## src/rtl/lsu_multicycle_if.sv

```systemverilog
// Data memory port between the multicycle LSU and a variable-latency memory.
// The master drives one aligned beat per request; the slave completes it with MemReady.
interface lsu_multicycle_if #(
    parameter int XLEN = 32
);
    logic [XLEN-1:0]   MemAdr;
    logic [XLEN-1:0]   MemWriteData;
    logic [XLEN-1:0]   MemReadData;
    logic              MemEn;
    logic              WriteEn;
    logic [XLEN/8-1:0] WriteByteEn;
    logic              MemReady;

    modport master (
        output MemAdr, MemWriteData, MemEn, WriteEn, WriteByteEn,
        input  MemReadData, MemReady
    );

    modport slave (
        input  MemAdr, MemWriteData, MemEn, WriteEn, WriteByteEn,
        output MemReadData, MemReady
    );
endinterface

```

## src/rtl/lsu_multicycle.sv

```systemverilog
// Multicycle load/store unit: one or two aligned memory beats per access,
// stalling the core until the access retires in DONE.
module lsu_multicycle #(
    parameter int XLEN          = 32,
    parameter bit MISALIGNED_EN = 1'b1
) (
    input  logic            clk,
    input  logic            reset,
    input  logic [1:0]      MemRW,
    input  logic [2:0]      Funct3,
    input  logic [XLEN-1:0] IEUAdr,
    input  logic [XLEN-1:0] StoreData,
    output logic [XLEN-1:0] LoadResult,
    output logic            Stall,
    output logic            Fault,
    lsu_multicycle_if.master mem
);
    localparam int B  = XLEN / 8;
    localparam int OW = $clog2(B);

    typedef enum logic [1:0] {IDLE, BEAT0, BEAT1, DONE} state_e;

    state_e            state_q, state_d;
    logic [XLEN-1:0]   adr_q, adr_d;
    logic [2:0]        f3_q, f3_d;
    logic              st_q, st_d;
    logic              split_q, split_d;
    logic [XLEN-1:0]   sdata_q, sdata_d;
    logic [XLEN-1:0]   buf0_q, buf0_d;
    logic [XLEN-1:0]   buf1_q, buf1_d;
    logic              mem_en_q, mem_en_d;
    logic              wr_en_q, wr_en_d;
    logic [XLEN-1:0]   mem_adr_q, mem_adr_d;
    logic [XLEN-1:0]   mem_wdata_q, mem_wdata_d;
    logic [B-1:0]      wbe_q, wbe_d;
    logic [XLEN-1:0]   result_q, result_d;

    logic [OW-1:0]     off_in, off_d;
    logic [3:0]        size_in, size_d;
    logic              req, crossing, fault_c, accept;
    logic [XLEN-1:0]   beat_adr;
    logic [2*XLEN-1:0] wdata2;
    logic [B-1:0]      bmask;
    logic [2*B-1:0]    mask2;
    logic [XLEN-1:0]   sh, ext;
    logic              msb;

    // Request qualification in IDLE: boundary check, fault pulse and stall.
    always_comb begin
        off_in   = IEUAdr[OW-1:0];
        size_in  = 4'd1 << Funct3[1:0];
        req      = (MemRW != 2'b00);
        crossing = (5'(off_in) + 5'(size_in)) > 5'(B);
        fault_c  = req && crossing && !MISALIGNED_EN;
        accept   = (state_q == IDLE) && req && !fault_c;
        Fault    = (state_q == IDLE) && fault_c;
        Stall    = accept || (state_q == BEAT0) || (state_q == BEAT1);
    end

    // Next-state logic; the request is latched on accept so DONE ignores inputs.
    always_comb begin
        state_d = state_q;
        adr_d   = adr_q;
        f3_d    = f3_q;
        st_d    = st_q;
        split_d = split_q;
        sdata_d = sdata_q;
        buf0_d  = buf0_q;
        buf1_d  = buf1_q;
        unique case (state_q)
            IDLE: begin
                if (accept) begin
                    state_d = BEAT0;
                    adr_d   = IEUAdr;
                    f3_d    = Funct3;
                    st_d    = (MemRW == 2'b01);
                    split_d = crossing;
                    sdata_d = StoreData;
                    buf0_d  = '0;
                    buf1_d  = '0;
                end
            end
            BEAT0: begin
                if (mem.MemReady) begin
                    buf0_d  = mem.MemReadData;
                    state_d = split_q ? BEAT1 : DONE;
                end
            end
            BEAT1: begin
                if (mem.MemReady) begin
                    buf1_d  = mem.MemReadData;
                    state_d = DONE;
                end
            end
            DONE:    state_d = IDLE;
            default: state_d = IDLE;
        endcase
    end

    // Output values for the next cycle, derived from the next state.
    always_comb begin
        off_d    = adr_d[OW-1:0];
        size_d   = 4'd1 << f3_d[1:0];
        beat_adr = {adr_d[XLEN-1:OW], {OW{1'b0}}}
                 + ((state_d == BEAT1) ? XLEN'(B) : XLEN'(0));
        wdata2   = {{XLEN{1'b0}}, sdata_d} << {off_d, 3'b000};
        bmask    = '0;
        for (int i = 0; i < B; i++) begin
            bmask[i] = (4'(i) < size_d);
        end
        mask2    = {{B{1'b0}}, bmask} << off_d;
        sh       = XLEN'({buf1_d, buf0_d} >> {off_d, 3'b000});
        msb      = 1'b0;
        for (int i = 0; i < B; i++) begin
            if (4'(i + 1) == size_d) msb = sh[8*i+7];
        end
        ext      = '0;
        for (int i = 0; i < B; i++) begin
            if (4'(i) < size_d) ext[8*i +: 8] = sh[8*i +: 8];
            else                ext[8*i +: 8] = {8{msb & ~f3_d[2]}};
        end
        mem_en_d    = (state_d == BEAT0) || (state_d == BEAT1);
        wr_en_d     = mem_en_d && st_d;
        mem_adr_d   = mem_en_d ? beat_adr : '0;
        mem_wdata_d = '0;
        wbe_d       = '0;
        if (wr_en_d) begin
            if (state_d == BEAT1) begin
                mem_wdata_d = wdata2[2*XLEN-1:XLEN];
                wbe_d       = mask2[2*B-1:B];
            end else begin
                mem_wdata_d = wdata2[XLEN-1:0];
                wbe_d       = mask2[B-1:0];
            end
        end
        result_d = (state_d == DONE) ? ext : '0;
    end

    // State, latched request, beat buffers and registered outputs.
    always_ff @(posedge clk) begin
        if (reset) begin
            state_q     <= IDLE;
            adr_q       <= '0;
            f3_q        <= '0;
            st_q        <= 1'b0;
            split_q     <= 1'b0;
            sdata_q     <= '0;
            buf0_q      <= '0;
            buf1_q      <= '0;
            mem_en_q    <= 1'b0;
            wr_en_q     <= 1'b0;
            mem_adr_q   <= '0;
            mem_wdata_q <= '0;
            wbe_q       <= '0;
            result_q    <= '0;
        end else begin
            state_q     <= state_d;
            adr_q       <= adr_d;
            f3_q        <= f3_d;
            st_q        <= st_d;
            split_q     <= split_d;
            sdata_q     <= sdata_d;
            buf0_q      <= buf0_d;
            buf1_q      <= buf1_d;
            mem_en_q    <= mem_en_d;
            wr_en_q     <= wr_en_d;
            mem_adr_q   <= mem_adr_d;
            mem_wdata_q <= mem_wdata_d;
            wbe_q       <= wbe_d;
            result_q    <= result_d;
        end
    end

    assign mem.MemEn        = mem_en_q;
    assign mem.WriteEn      = wr_en_q;
    assign mem.MemAdr       = mem_adr_q;
    assign mem.MemWriteData = mem_wdata_q;
    assign mem.WriteByteEn  = wbe_q;
    assign LoadResult       = result_q;
endmodule

```

## src/flat_wrapper.sv

```systemverilog
// flat-port wrapper written by rule: the top's interface ports become plain ports
module lsu_multicycle_flat 
#(
    parameter int XLEN          = 32,
    parameter bit MISALIGNED_EN = 1'b1
)
  (clk, reset, MemRW, Funct3, IEUAdr, StoreData, LoadResult, Stall, Fault, mem_MemAdr, mem_MemWriteData, mem_MemEn, mem_WriteEn, mem_WriteByteEn, mem_MemReadData, mem_MemReady);
  lsu_multicycle_if #(.XLEN(XLEN)) mem_i ();
  input  logic clk;
  input  logic reset;
  input  logic [1:0] MemRW;
  input  logic [2:0] Funct3;
  input  logic [XLEN-1:0] IEUAdr;
  input  logic [XLEN-1:0] StoreData;
  output logic [XLEN-1:0] LoadResult;
  output logic Stall;
  output logic Fault;
  output wire logic [$bits(mem_i.MemAdr)-1:0] mem_MemAdr;
  output wire logic [$bits(mem_i.MemWriteData)-1:0] mem_MemWriteData;
  output wire logic [$bits(mem_i.MemEn)-1:0] mem_MemEn;
  output wire logic [$bits(mem_i.WriteEn)-1:0] mem_WriteEn;
  output wire logic [$bits(mem_i.WriteByteEn)-1:0] mem_WriteByteEn;
  input wire logic [$bits(mem_i.MemReadData)-1:0] mem_MemReadData;
  input wire logic [$bits(mem_i.MemReady)-1:0] mem_MemReady;
  assign mem_MemAdr = mem_i.MemAdr;
  assign mem_MemWriteData = mem_i.MemWriteData;
  assign mem_MemEn = mem_i.MemEn;
  assign mem_WriteEn = mem_i.WriteEn;
  assign mem_WriteByteEn = mem_i.WriteByteEn;
  assign mem_i.MemReadData = mem_MemReadData;
  assign mem_i.MemReady = mem_MemReady;
  lsu_multicycle #(.XLEN(XLEN), .MISALIGNED_EN(MISALIGNED_EN)) u_core (.clk(clk), .reset(reset), .MemRW(MemRW), .Funct3(Funct3), .IEUAdr(IEUAdr), .StoreData(StoreData), .LoadResult(LoadResult), .Stall(Stall), .Fault(Fault), .mem(mem_i));
endmodule
```

## config.mk

```make
export PLATFORM = sky130hd
export DESIGN_NAME = lsu_multicycle_flat
export DESIGN_NICKNAME = d
export VERILOG_FILES = /design/src/rtl/lsu_multicycle_if.sv /design/src/rtl/lsu_multicycle.sv /design/src/flat_wrapper.sv
export SDC_FILE = /design/constraint.sdc
export NUM_CORES = 1
export LEC_CHECK = 0
export ABC_AREA = 1
export BUFFER_PORTS_ARGS = -buffer_cell sky130_fd_sc_hd__buf_2
export CORE_MARGIN = 2
export CORE_UTILIZATION = 50
export CTS_BUF_LIST = sky130_fd_sc_hd__clkbuf_8
export CTS_CLUSTER_SIZE = 20
export DETAILED_ROUTE_END_ITERATION = 6
export GPL_ROUTABILITY_DRIVEN = 0
export GPL_TIMING_DRIVEN = 1
export HOLD_SLACK_MARGIN = 0.06
export MAX_ROUTING_LAYER = met4
export PLACE_DENSITY_LB_ADDON = 0.12
export SYNTH_ARGS = -nofsm -noshare
export SYNTH_HDL_FRONTEND = slang
export SYNTH_SLANG_ARGS = --single-unit
```

## constraint.sdc

```tcl
create_clock -name clk -period 4 [get_ports clk]
set_clock_uncertainty 0.1 [all_clocks]
set_input_delay 0.4 -clock clk [delete_from_list [all_inputs] [get_ports clk]]
set_output_delay 0.4 -clock clk [all_outputs]
set_load 0.01 [all_outputs]
```

==> results.json, run 1 <==
{
  "ctsHtreeMaxLevel": 2,
  "die_x_um": 152,
  "avgSynthCellArea_um2": 6.83,
  "final_cells": 2099,
  "worstHoldPathType": "in -> reg",
  "p_leak_nw": 6.36,
  "worst_ep_arrival_time_ns": 3.47,
  "tns_ns": 0,
  "numCtsBuffers": 38,
  "hold_buffers": 16,
  "synth_cell_types": 43,
  "vias": 10900,
  "syn_to_final_growth_pct": 19.3,
  "synth_area_leader_cell": "dfxtp_1",
  "end_kind": "flip-flop",
  "cts_tree": "done",
  "finalCritPeriodShare_pct": 78.0,
  "rows": 53,
  "syn_area_um2": 10900,
  "clkSlewWorstSetupHoldPaths_ns": 0.06,
  "viasPerCell": 5.20,
  "wire_per_inst_um": 15.4,
  "io_buffers": 204,
  "totalWireLength_mm": 32.4,
  "grt_pass1_wl_mm": 50.0,
  "crit_fanout": 17,
  "post-route-min-period_ns": 3.12,
  "grt_max_degree": 83,
  "p_per_area_nw_per_um2": 483,
  "placed_cells": 2015,
  "drive_gt1_share_pct": 19.6,
  "clk-insertion-delay-late_ns": 0.54,
  "synthTopCellsByArea": "dfxtp_1 42%, nand2_1 16%, a21oi_1 7.0%",
  "antenna_found_initial": 0,
  "drc": 0,
  "maxCapViolations": 0,
  "final_common_cell": "nand2_1",
  "grt_pass1_vias": 9549,
  "cts-root-buf": "clkbuf_8",
  "multiInputGateArea_um2": 5280,
  "slew_viol_final": 0,
  "cts_buffer_depth": 3,
  "ys_ff_latch": 227,
  "fill_cells": 2031,
  "cp_data_required_time_ns": 4.35,
  "dp_hpwl_mm": 22.9,
  "first_iter_violations": 1055,
  "die_area_um2": 23000,
  "power_mw": 6.27,
  "yosys.area.top_type_share_pct": 41.8,
  "postCtsSetupBuffers": 0,
  "cts.sinks": 227,
  "synthCells": 1594,
  "critPathLaunchType": "flip-flop",
  "status": "finished, final reports clean",
  "firstDrtPassIters": 5,
  "peakVddDrop_mv": 0.302,
  "initial_core_util_pct": 51.3,
  "ys_seq_area_share_pct": 41.8,
  "worst-slew-pin-transition_ns": 0.971,
  "die_y_um": 152,
  "core_area_um2": 21200,
  "yosysWarnings": 0,
  "path_class": "reg -> reg",
  "layout.nets": 1907,
  "rsz0062_at_grt": "false",
  "final-seq-area_um2": 4540,
  "antenna_left": 0,
  "ioPinCount": 208,
  "relSlewSlack_pct": 35.3,
  "max_freq_mhz": 320,
  "setup_violations": 0,
  "diodes": 0,
  "cts_resized": 0,
  "grt_overflow": 0,
  "track_usage_pct": 28.6,
  "hold_viol_final": 0,
  "mostFrequentLayoutCells": "457 x nand2_1, 227 x dfxtp_1, 203 x buf_2, 178 x inv_1"
}
## critical path, stage by stage (launching register included)
cell,delay [ns]
dfxtp_1,0.48
inv_2,0.08
nor2_1,0.09
buf_4,0.20
inv_2,0.18
nand2_1,0.13
ha_1,0.31
ha_1,0.26
ha_1,0.18
nand2_1,0.10
nor2_4,0.12
nand2_1,0.09
nor2_2,0.17
nand2_2,0.15
inv_1,0.14
nand3_1,0.09
a21oi_1,0.15
## where the power goes
| part | leakage [nW] | internal [mW] | switching, mW | total, mW |
|---|---|---|---|---|
| Combinational | 4.04 | 0.495 | 1.13 | 1.63 |
| Sequential | 1.85 | 2.44 | 0.0549 | 2.50 |
| Clock | 0.462 | 1.21 | 0.938 | 2.15 |
| Total | 6.36 | 4.14 | 2.13 | 6.27 |
## Yosys cell counts (all sizes together)
cell type and number:
a211o 1, a21oi 154, a221oi 2, a31oi 3, and2 3, buf 41
clkbuf 41, clkinv 3, conb 1, dfxtp 227, fa 1, ha 6
inv 173, mux2i 17, nand2 467, nand3 54, nand3b 2, nand4 6
nor2 167, nor3 18, o211ai 28, o21a 8, o21ai 143, or2 27
xor2 1
## logic make-up after synthesis
kind of cell / count (synthesis) / share of synthesized area, %
mux: 17 / 1.56
simple gates: 744 / 29.0
flops: 227 / 41.8
other cells: 1 / 0.0345
fa+ha+maj: 7 / 0.874
xor+xnor: 1 / 0.0805
buf+inv: 258 / 9.83
compound gates: 339 / 16.8
## registers in the layout (all words and copies together), names as in the netlist
register,cells
u_core.mem.WriteEn,1
u_core.mem.MemEn,1
u_core.mem.MemWriteData,32
u_core.LoadResult,32
u_core.mem.MemAdr,30
u_core.f3_q,3
u_core.state_q,2
u_core.st_q,1
u_core.sdata_q,32
u_core.split_q,1
u_core.buf0_q,32
u_core.mem.WriteByteEn,4
u_core.buf1_q,24
u_core.adr_q,32
## layout make-up
type,count,area share (%)
inverters,176,5.09
well taps,275,2.65
flip-flops and latches,227,35.0
clock buffers,55,5.83
repair buffers,242,10.4
multi-input cells,1111,40.7
clock inverters,13,0.395
## stage by stage
stage	worst slack, ns	cell area (µm²)	utilization (%)	hold WS, ns
detailed placement	0.835	12000	56.6	0.375
floorplan	1.04	10900	-	0.335
global placement	0.935	12000	56.6	0.368
finish	0.878	13000	61.2	0.0791
global route	0.659	13000	61.2	0.0788
CTS	0.923	13000	61.2	0.0623
## final timing paths
check / from / endpoint / slack (ns) / cells past startpoint
max reg2reg: u_core.state_q[1] / u_core.mem.MemAdr[28] / 0.88 / 16
min reg2reg: u_core.buf0_q[21] / u_core.buf0_q[21] / 0.39 / 2
min: IEUAdr[11] / u_core.adr_q[11] / 0.08 / 3
max: u_core.state_q[1] / u_core.mem.MemAdr[28] / 0.88 / 16
## routing by layer
layer / wire length (µm) / vias to the layer above / GRT usage, %
met5: 0 / - / -
li1: - / 5465 / -
met4: 676 / 0 / 7.27
met1: 15100 / 4884 / 41.2
met2: 13700 / 494 / 42.4
met3: 3000 / 68 / 4.22
Note: power is estimated with default switching activity, not from simulation.
==> run 2: changes to the inputs <==
==> constraint.sdc (replaced) <==
create_clock -name clk -period 3.1 [get_ports clk]
set_clock_uncertainty 0.1 [all_clocks]
set_input_delay 0.31 -clock clk [delete_from_list [all_inputs] [get_ports clk]]
set_output_delay 0.31 -clock clk [all_outputs]
set_load 0.01 [all_outputs]
==> run 2 against run 1 <==
Against the previous run: register-to-register slack lost 0.61 ns; worst hold slack lost 0.0080 ns; sequential power rose by 29%; non-clock buffer count increased by 50; worst setup slack got worse by 0.62 ns; critical endpoint unchanged; utilization is 2.2 points higher; count of clock-buffer cells in the layout fell by 9; combinational power rose by 34%; die area unchanged; cell count grew 2.2%.
==> results.json, run 2 (same netlist as run 1, synthesis figures left out) <==
{
  "totalWireLength_mm": 33.0,
  "io_buffers": 204,
  "antenna_left": 0,
  "p_leak_nw": 6.58,
  "max_freq_mhz": 352,
  "crit_fanout": 5,
  "top_layer": "met4",
  "layout.nets": 1958,
  "cts.sinks": 227,
  "combPwrFrac_pct": 26.7,
  "path_buf_inv": 3,
  "post-route-min-period_ns": 2.84,
  "dp_hpwl_mm": 23.1,
  "setup_violations": 0,
  "clkSlewWorstSetupHoldPaths_ns": 0.05,
  "final_common_cell": "nand2_1",
  "grt_max_degree": 76,
  "rows": 53,
  "pre_cts_ws_ns": 0.274,
  "die_area_um2": 23000,
  "crit_path_cell_trace": "dlygate4sd3_1 > buf_2 > nor2_2 > nor2_4 > a221oi_1 > ha_1 > ha_1 > ha_1 > nand2_1 > nor2_4 > nand2_1 > nor2_2 > nand2_2 > inv_1 > nand3_1 > a21oi_1",
  "power_mw": 8.19,
  "postCtsSetupBuffers": 0,
  "finalCritPeriodShare_pct": 91.7,
  "die_y_um": 152,
  "p_switching_mw": 2.74,
  "seq_power_share_pct": 39.4,
  "drc": 0,
  "mostFrequentLayoutCells": "457 x nand2_1, 226 x dfxtp_1, 203 x buf_2, 178 x inv_1",
  "first_iter_violations": 865,
  "path_class": "in -> reg",
  "grt_pass1_vias": 10000,
  "peakVddDrop_mv": 0.577,
  "die_x_um": 152,
  "rsz0062_at_grt": "false",
  "numCtsBuffers": 39,
  "cts-root-buf": "clkbuf_8",
  "grt_pass1_wl_mm": 51.6,
  "vias": 11000,
  "cp_data_required_time_ns": 3.44,
  "initial_core_util_pct": 51.3,
  "timing.final.ws_setup_ns": 0.256,
  "critPathLaunchType": "input pin",
  "syn_to_final_growth_pct": 23.5,
  "cpMostUsedCell": "ha_1",
  "status": "finished, final reports clean",
  "drive_gt1_share_pct": 20.0,
  "cp_top_family": "simple AND/OR/NAND/NOR gates",
  "tns_ns": 0,
  "fill_cells": 1985,
  "cts_tree": "done",
  "wire_per_inst_um": 15.4,
  "post-route-util_pct": 63.4,
  "slew_viol_final": 0,
  "clk-insertion-delay-late_ns": 0.53,
  "dr_wl_met3_mm": 2.91,
  "swShare_pct": 33.5,
  "place_area_um2": 12200,
  "core_area_um2": 21200,
  "firstDrtPassIters": 5,
  "drt-met1-wl_mm": 15.2,
  "final_cell_area_um2": 13400,
  "p_int_mw": 5.45,
  "cpPeakStageDelay_ns": 0.54,
  "final-seq-area_um2": 4550,
  "worst_ep_arrival_time_ns": 3.19,
  "worstHoldPathType": "in -> reg",
  "multiInputGateArea_um2": 5280,
  "track_usage_pct": 29.4,
  "end_kind": "flip-flop",
  "crit_slowest_cell": "dlygate4sd3_1",
  "grt_overflow": 0,
  "viasPerCell": 5.13,
  "antenna_found_initial": 1,
  "relSlewSlack_pct": 43.6,
  "met2_length_mm": 14.3,
  "cts_buffer_depth": 3,
  "hold_viol_final": 0,
  "p_clk_share_pct": 33.9,
  "ctsHtreeMaxLevel": 2,
  "p_per_area_nw_per_um2": 609,
  "ioPinCount": 208,
  "maxCapViolations": 0,
  "worst-slew-pin-transition_ns": 0.846
}
-- run 2: cell types whose count changed in the layout (fill, tap and decap cells not counted), moves of 2 or more --
cell           previous run  this run
dlygate4sd3_1            16        47
buf_4                    23        40
clkbuf_8                 55        46
bufinv_16                 0         3
buf_12                    0         2
clkinv_2                  2         4
-- run 2: cell type report --
cell class,instances,share of cell area [%]
Multi-Input combinational cell,1111,39.3
Sequential cell,227,33.8
Timing Repair Buffer,292,13.6
Inverter,176,4.91
Clock buffer,46,4.71
Tap cell,275,2.56
Clock inverter,18,1.13
Antenna cell,1,0.0186
-- run 2: final timing paths --
path                     start  cells after the start  slack, ns               endpoint
min                  Funct3[1]                      5       0.07         u_core.split_q
max                   MemRW[0]                     16       0.26  u_core.mem.MemAdr[28]
min reg2reg        u_core.st_q                      2       0.37            u_core.st_q
max reg2reg  u_core.state_q[0]                     15       0.27  u_core.mem.MemAdr[28]
-- run 2: timing repair --
action / 4_1_cts / 5_1_grt
hold endpoints to repair: 49 / 0
endpoints found under the setup margin: 0 / 2
gates resized for setup: 0 / 1
hold buffers: 47 / 0
-- run 2: metal layers --
metal	up-vias	track usage, %
li1	5559	-
met1	4924	41.6
met2	461	43.9
met3	58	4.79
met4	0	7.69
met5	-	-
-- run 2: stage by stage --
step                hold slack, ns  cells
floorplan                    0.291   1596
global placement             0.352   2034
detailed placement           0.361   2034
CTS                         0.0628   2145
global route                0.0850   2146
finish                      0.0711   2146
-- run 2: power by group through the flow --
stage	combinational (mW)	sequential, mW	clock (mW)
finish	2.19	3.22	2.77
global route	2.44	3.24	2.94
CTS	2.17	3.22	2.81
detailed placement	2.11	3.28	0
global placement	2.08	3.28	0
floorplan	1.44	3.32	0
-- run 2: worst min-delay path: cells and delay by family --
family,cells,cell delay [ns]
buffers and inverters,2,0.17
AO/OA/AOI/OAI,2,0.13
AND/OR/NAND/NOR,1,0.06
==> run 3: changes to the inputs <==
==> constraint.sdc (replaced) <==
create_clock -name clk -period 2.3 [get_ports clk]
set_clock_uncertainty 0.1 [all_clocks]
set_input_delay 0.23 -clock clk [delete_from_list [all_inputs] [get_ports clk]]
set_output_delay 0.23 -clock clk [all_outputs]
set_load 0.01 [all_outputs]
==> run 3 against run 2 <==
Against the previous run: non-clock buffer count rose by 107; first-iteration DRC count grew 11%; sequential cell count unchanged; critical endpoint is now u_core.mem.MemAdr[20]; final area is 10% higher; worst setup slack worse by 0.21 ns; largest cell class unchanged; die area did not move.
==> results.json, run 3 (same netlist as run 1, synthesis figures left out) <==
{
  "drt-met1-wl_mm": 16.0,
  "antenna_found_initial": 0,
  "worst-slew-pin-transition_ns": 0.607,
  "firstDrtPassIters": 5,
  "reg2reg_setup_slack_ns": 0.05,
  "critPathLaunchType": "flip-flop",
  "crit_fanout": 5,
  "totalWireLength_mm": 35.6,
  "worstSetupEndpoint": "u_core.mem.MemAdr[20]",
  "fill_cells": 1778,
  "final_common_cell": "nand2_1",
  "maxCapViolations": 0,
  "ctsHtreeMaxLevel": 2,
  "io_buffers": 204,
  "crit_start": "u_core.state_q[1]",
  "peakVddDrop_mv": 0.544,
  "drive_gt1_share_pct": 25.9,
  "timing.rr.start": "u_core.state_q[1]",
  "diodes": 0,
  "grt_pass1_wl_mm": 54.7,
  "antenna_left": 0,
  "regToRegEndpoint": "u_core.mem.MemAdr[20]",
  "worstHoldPathType": "in -> reg",
  "top_layer": "met4",
  "post-route-util_pct": 69.9,
  "grt_max_degree": 53,
  "crit_path_cell_trace": "inv_4 > nor2_2 > a221oi_4 > ha_4 > ha_4 > ha_4 > nand2_4 > nor2_4 > nand2_2 > nor2_4 > nand2_4 > nor2_4 > nand2_1 > nand2_1 > a21oi_1",
  "holdPathStages": 5,
  "p_leak_nw": 7.23,
  "placed_cells": 2104,
  "first_iter_violations": 960,
  "final_cells": 2254,
  "cp_data_required_time_ns": 2.63,
  "vias": 11600,
  "post-route-min-period_ns": 2.25,
  "slew_viol_final": 0,
  "met2_length_mm": 15.4,
  "track_usage_pct": 31.2,
  "cts_buffer_depth": 3,
  "hold_viol_final": 0,
  "mostFrequentLayoutCells": "447 x nand2_1, 225 x dfxtp_1, 203 x buf_2, 173 x inv_1, 143 x a21oi_1",
  "clkSlewWorstSetupHoldPaths_ns": 0.06,
  "die_x_um": 152,
  "dp_hpwl_mm": 24.7,
  "rsz0062_at_grt": "true",
  "layout.nets": 2065,
  "end_kind": "flip-flop",
  "viasPerCell": 5.16,
  "cpPeakStageDelay_ns": 0.38,
  "worst-path-stages": 15,
  "core_area_um2": 21200,
  "ff2ff_path_depth": 15,
  "max_freq_mhz": 444,
  "die_area_um2": 23000,
  "initial_core_util_pct": 51.3,
  "p_per_area_nw_per_um2": 789,
  "worst_ep_arrival_time_ns": 2.58,
  "dr_wl_met3_mm": 3.25,
  "cts_tree": "done",
  "ioPinCount": 208,
  "relSlewSlack_pct": 59.5,
  "cts-root-buf": "clkbuf_8",
  "clk-insertion-delay-late_ns": 0.54,
  "wire_per_inst_um": 15.8,
  "syn_to_final_growth_pct": 36.3,
  "grt_pass1_vias": 10700,
  "finalCritPeriodShare_pct": 97.8,
  "die_y_um": 152,
  "path_class": "reg -> reg",
  "rows": 53,
  "grt_overflow": 0,
  "status": "finished, final reports clean",
  "crit_slowest_cell": "dfxtp_4",
  "path_buf_inv": 1,
  "setup_violations": 0,
  "cp_top_family": "simple AND/OR/NAND/NOR gates",
  "cts.sinks": 227,
  "power_mw": 11.7,
  "drc": 0,
  "numCtsBuffers": 39
}
## run 3: cell types whose count changed in the layout (fill, tap and decap cells not counted), sizes merged, moves of 2 or more
cell / previous run / this run
clkbuf: 46 / 51
inv: 184 / 182
dlygate4sd3: 47 / 75
clkinvlp: 0 / 2
bufinv: 3 / 1
buf: 245 / 324
## run 3: layout make-up
type | count | area [µm²] | area share [%]
Multi-Input combinational cell | 1111 | 5580 | 37.7
Sequential cell | 227 | 4550 | 30.7
Timing Repair Buffer | 399 | 2890 | 19.5
Clock buffer | 51 | 702 | 4.73
Inverter | 176 | 669 | 4.51
Tap cell | 275 | 344 | 2.32
Clock inverter | 15 | 90.1 | 0.608
## run 3: timing repair
item | 4_1_cts | 5_1_grt
endpoints found under the hold margin | 82 | 1
hold buffers | 74 | 1
resized for setup | 4 | 73
endpoints found under the setup margin | 8 | 62
pin swaps | 0 | 12
setup buffers | 0 | 9
## run 3: routing by layer
layer | vias up | GRT usage, %
li1 | 5781 | -
met1 | 5243 | 42.9
met2 | 518 | 46.2
met3 | 81 | 6.56
met4 | 0 | 9.63
met5 | - | -
## run 3: through the flow
stage / area (µm²) / hold WS [ns] / setup TNS (ns) / setup WS, ns
4_1_cts: 14500 / 0.0662 / -0.00529 / -0.00529
6_report: 14800 / 0.0764 / 0 / 0.0501
3_3_place_gp: 13000 / 0.368 / -0.0242 / -0.0148
5_1_grt: 14800 / 0.0851 / -0.989 / -0.0956
3_5_place_dp: 13000 / 0.382 / -0.247 / -0.0611
2_1_floorplan: 11000 / 0.211 / -0.505 / -0.119
## run 3: worst min path at each step
stage	start	slack [ns]	endpoint
2_1_floorplan	reset	0.21	u_core.st_q
3_3_place_gp	u_core.buf0_q[17]	0.37	u_core.buf0_q[17]
3_5_place_dp	u_core.buf0_q[20]	0.38	u_core.buf0_q[20]
4_1_cts	mem_MemReadData[9]	0.07	u_core.buf0_q[9]
5_1_grt	mem_MemReadData[29]	0.09	u_core.buf0_q[29]
6_report	mem_MemReadData[29]	0.08	u_core.buf0_q[29]
## run 3: where the power goes
| part | switching (mW) | internal [mW] |
|---|---|---|
| logic | 2.21 | 1.39 |
| registers | 0.106 | 4.25 |
| clock network | 1.66 | 2.09 |
| total | 3.98 | 7.72 |
## run 3: worst min-delay path, delay by kind of cell
family	cells	cell delay, ns
and+or+nand+nor	3	0.28
buffers and inverters	1	0.09
AOI/OAI and AO/OA	1	0.06
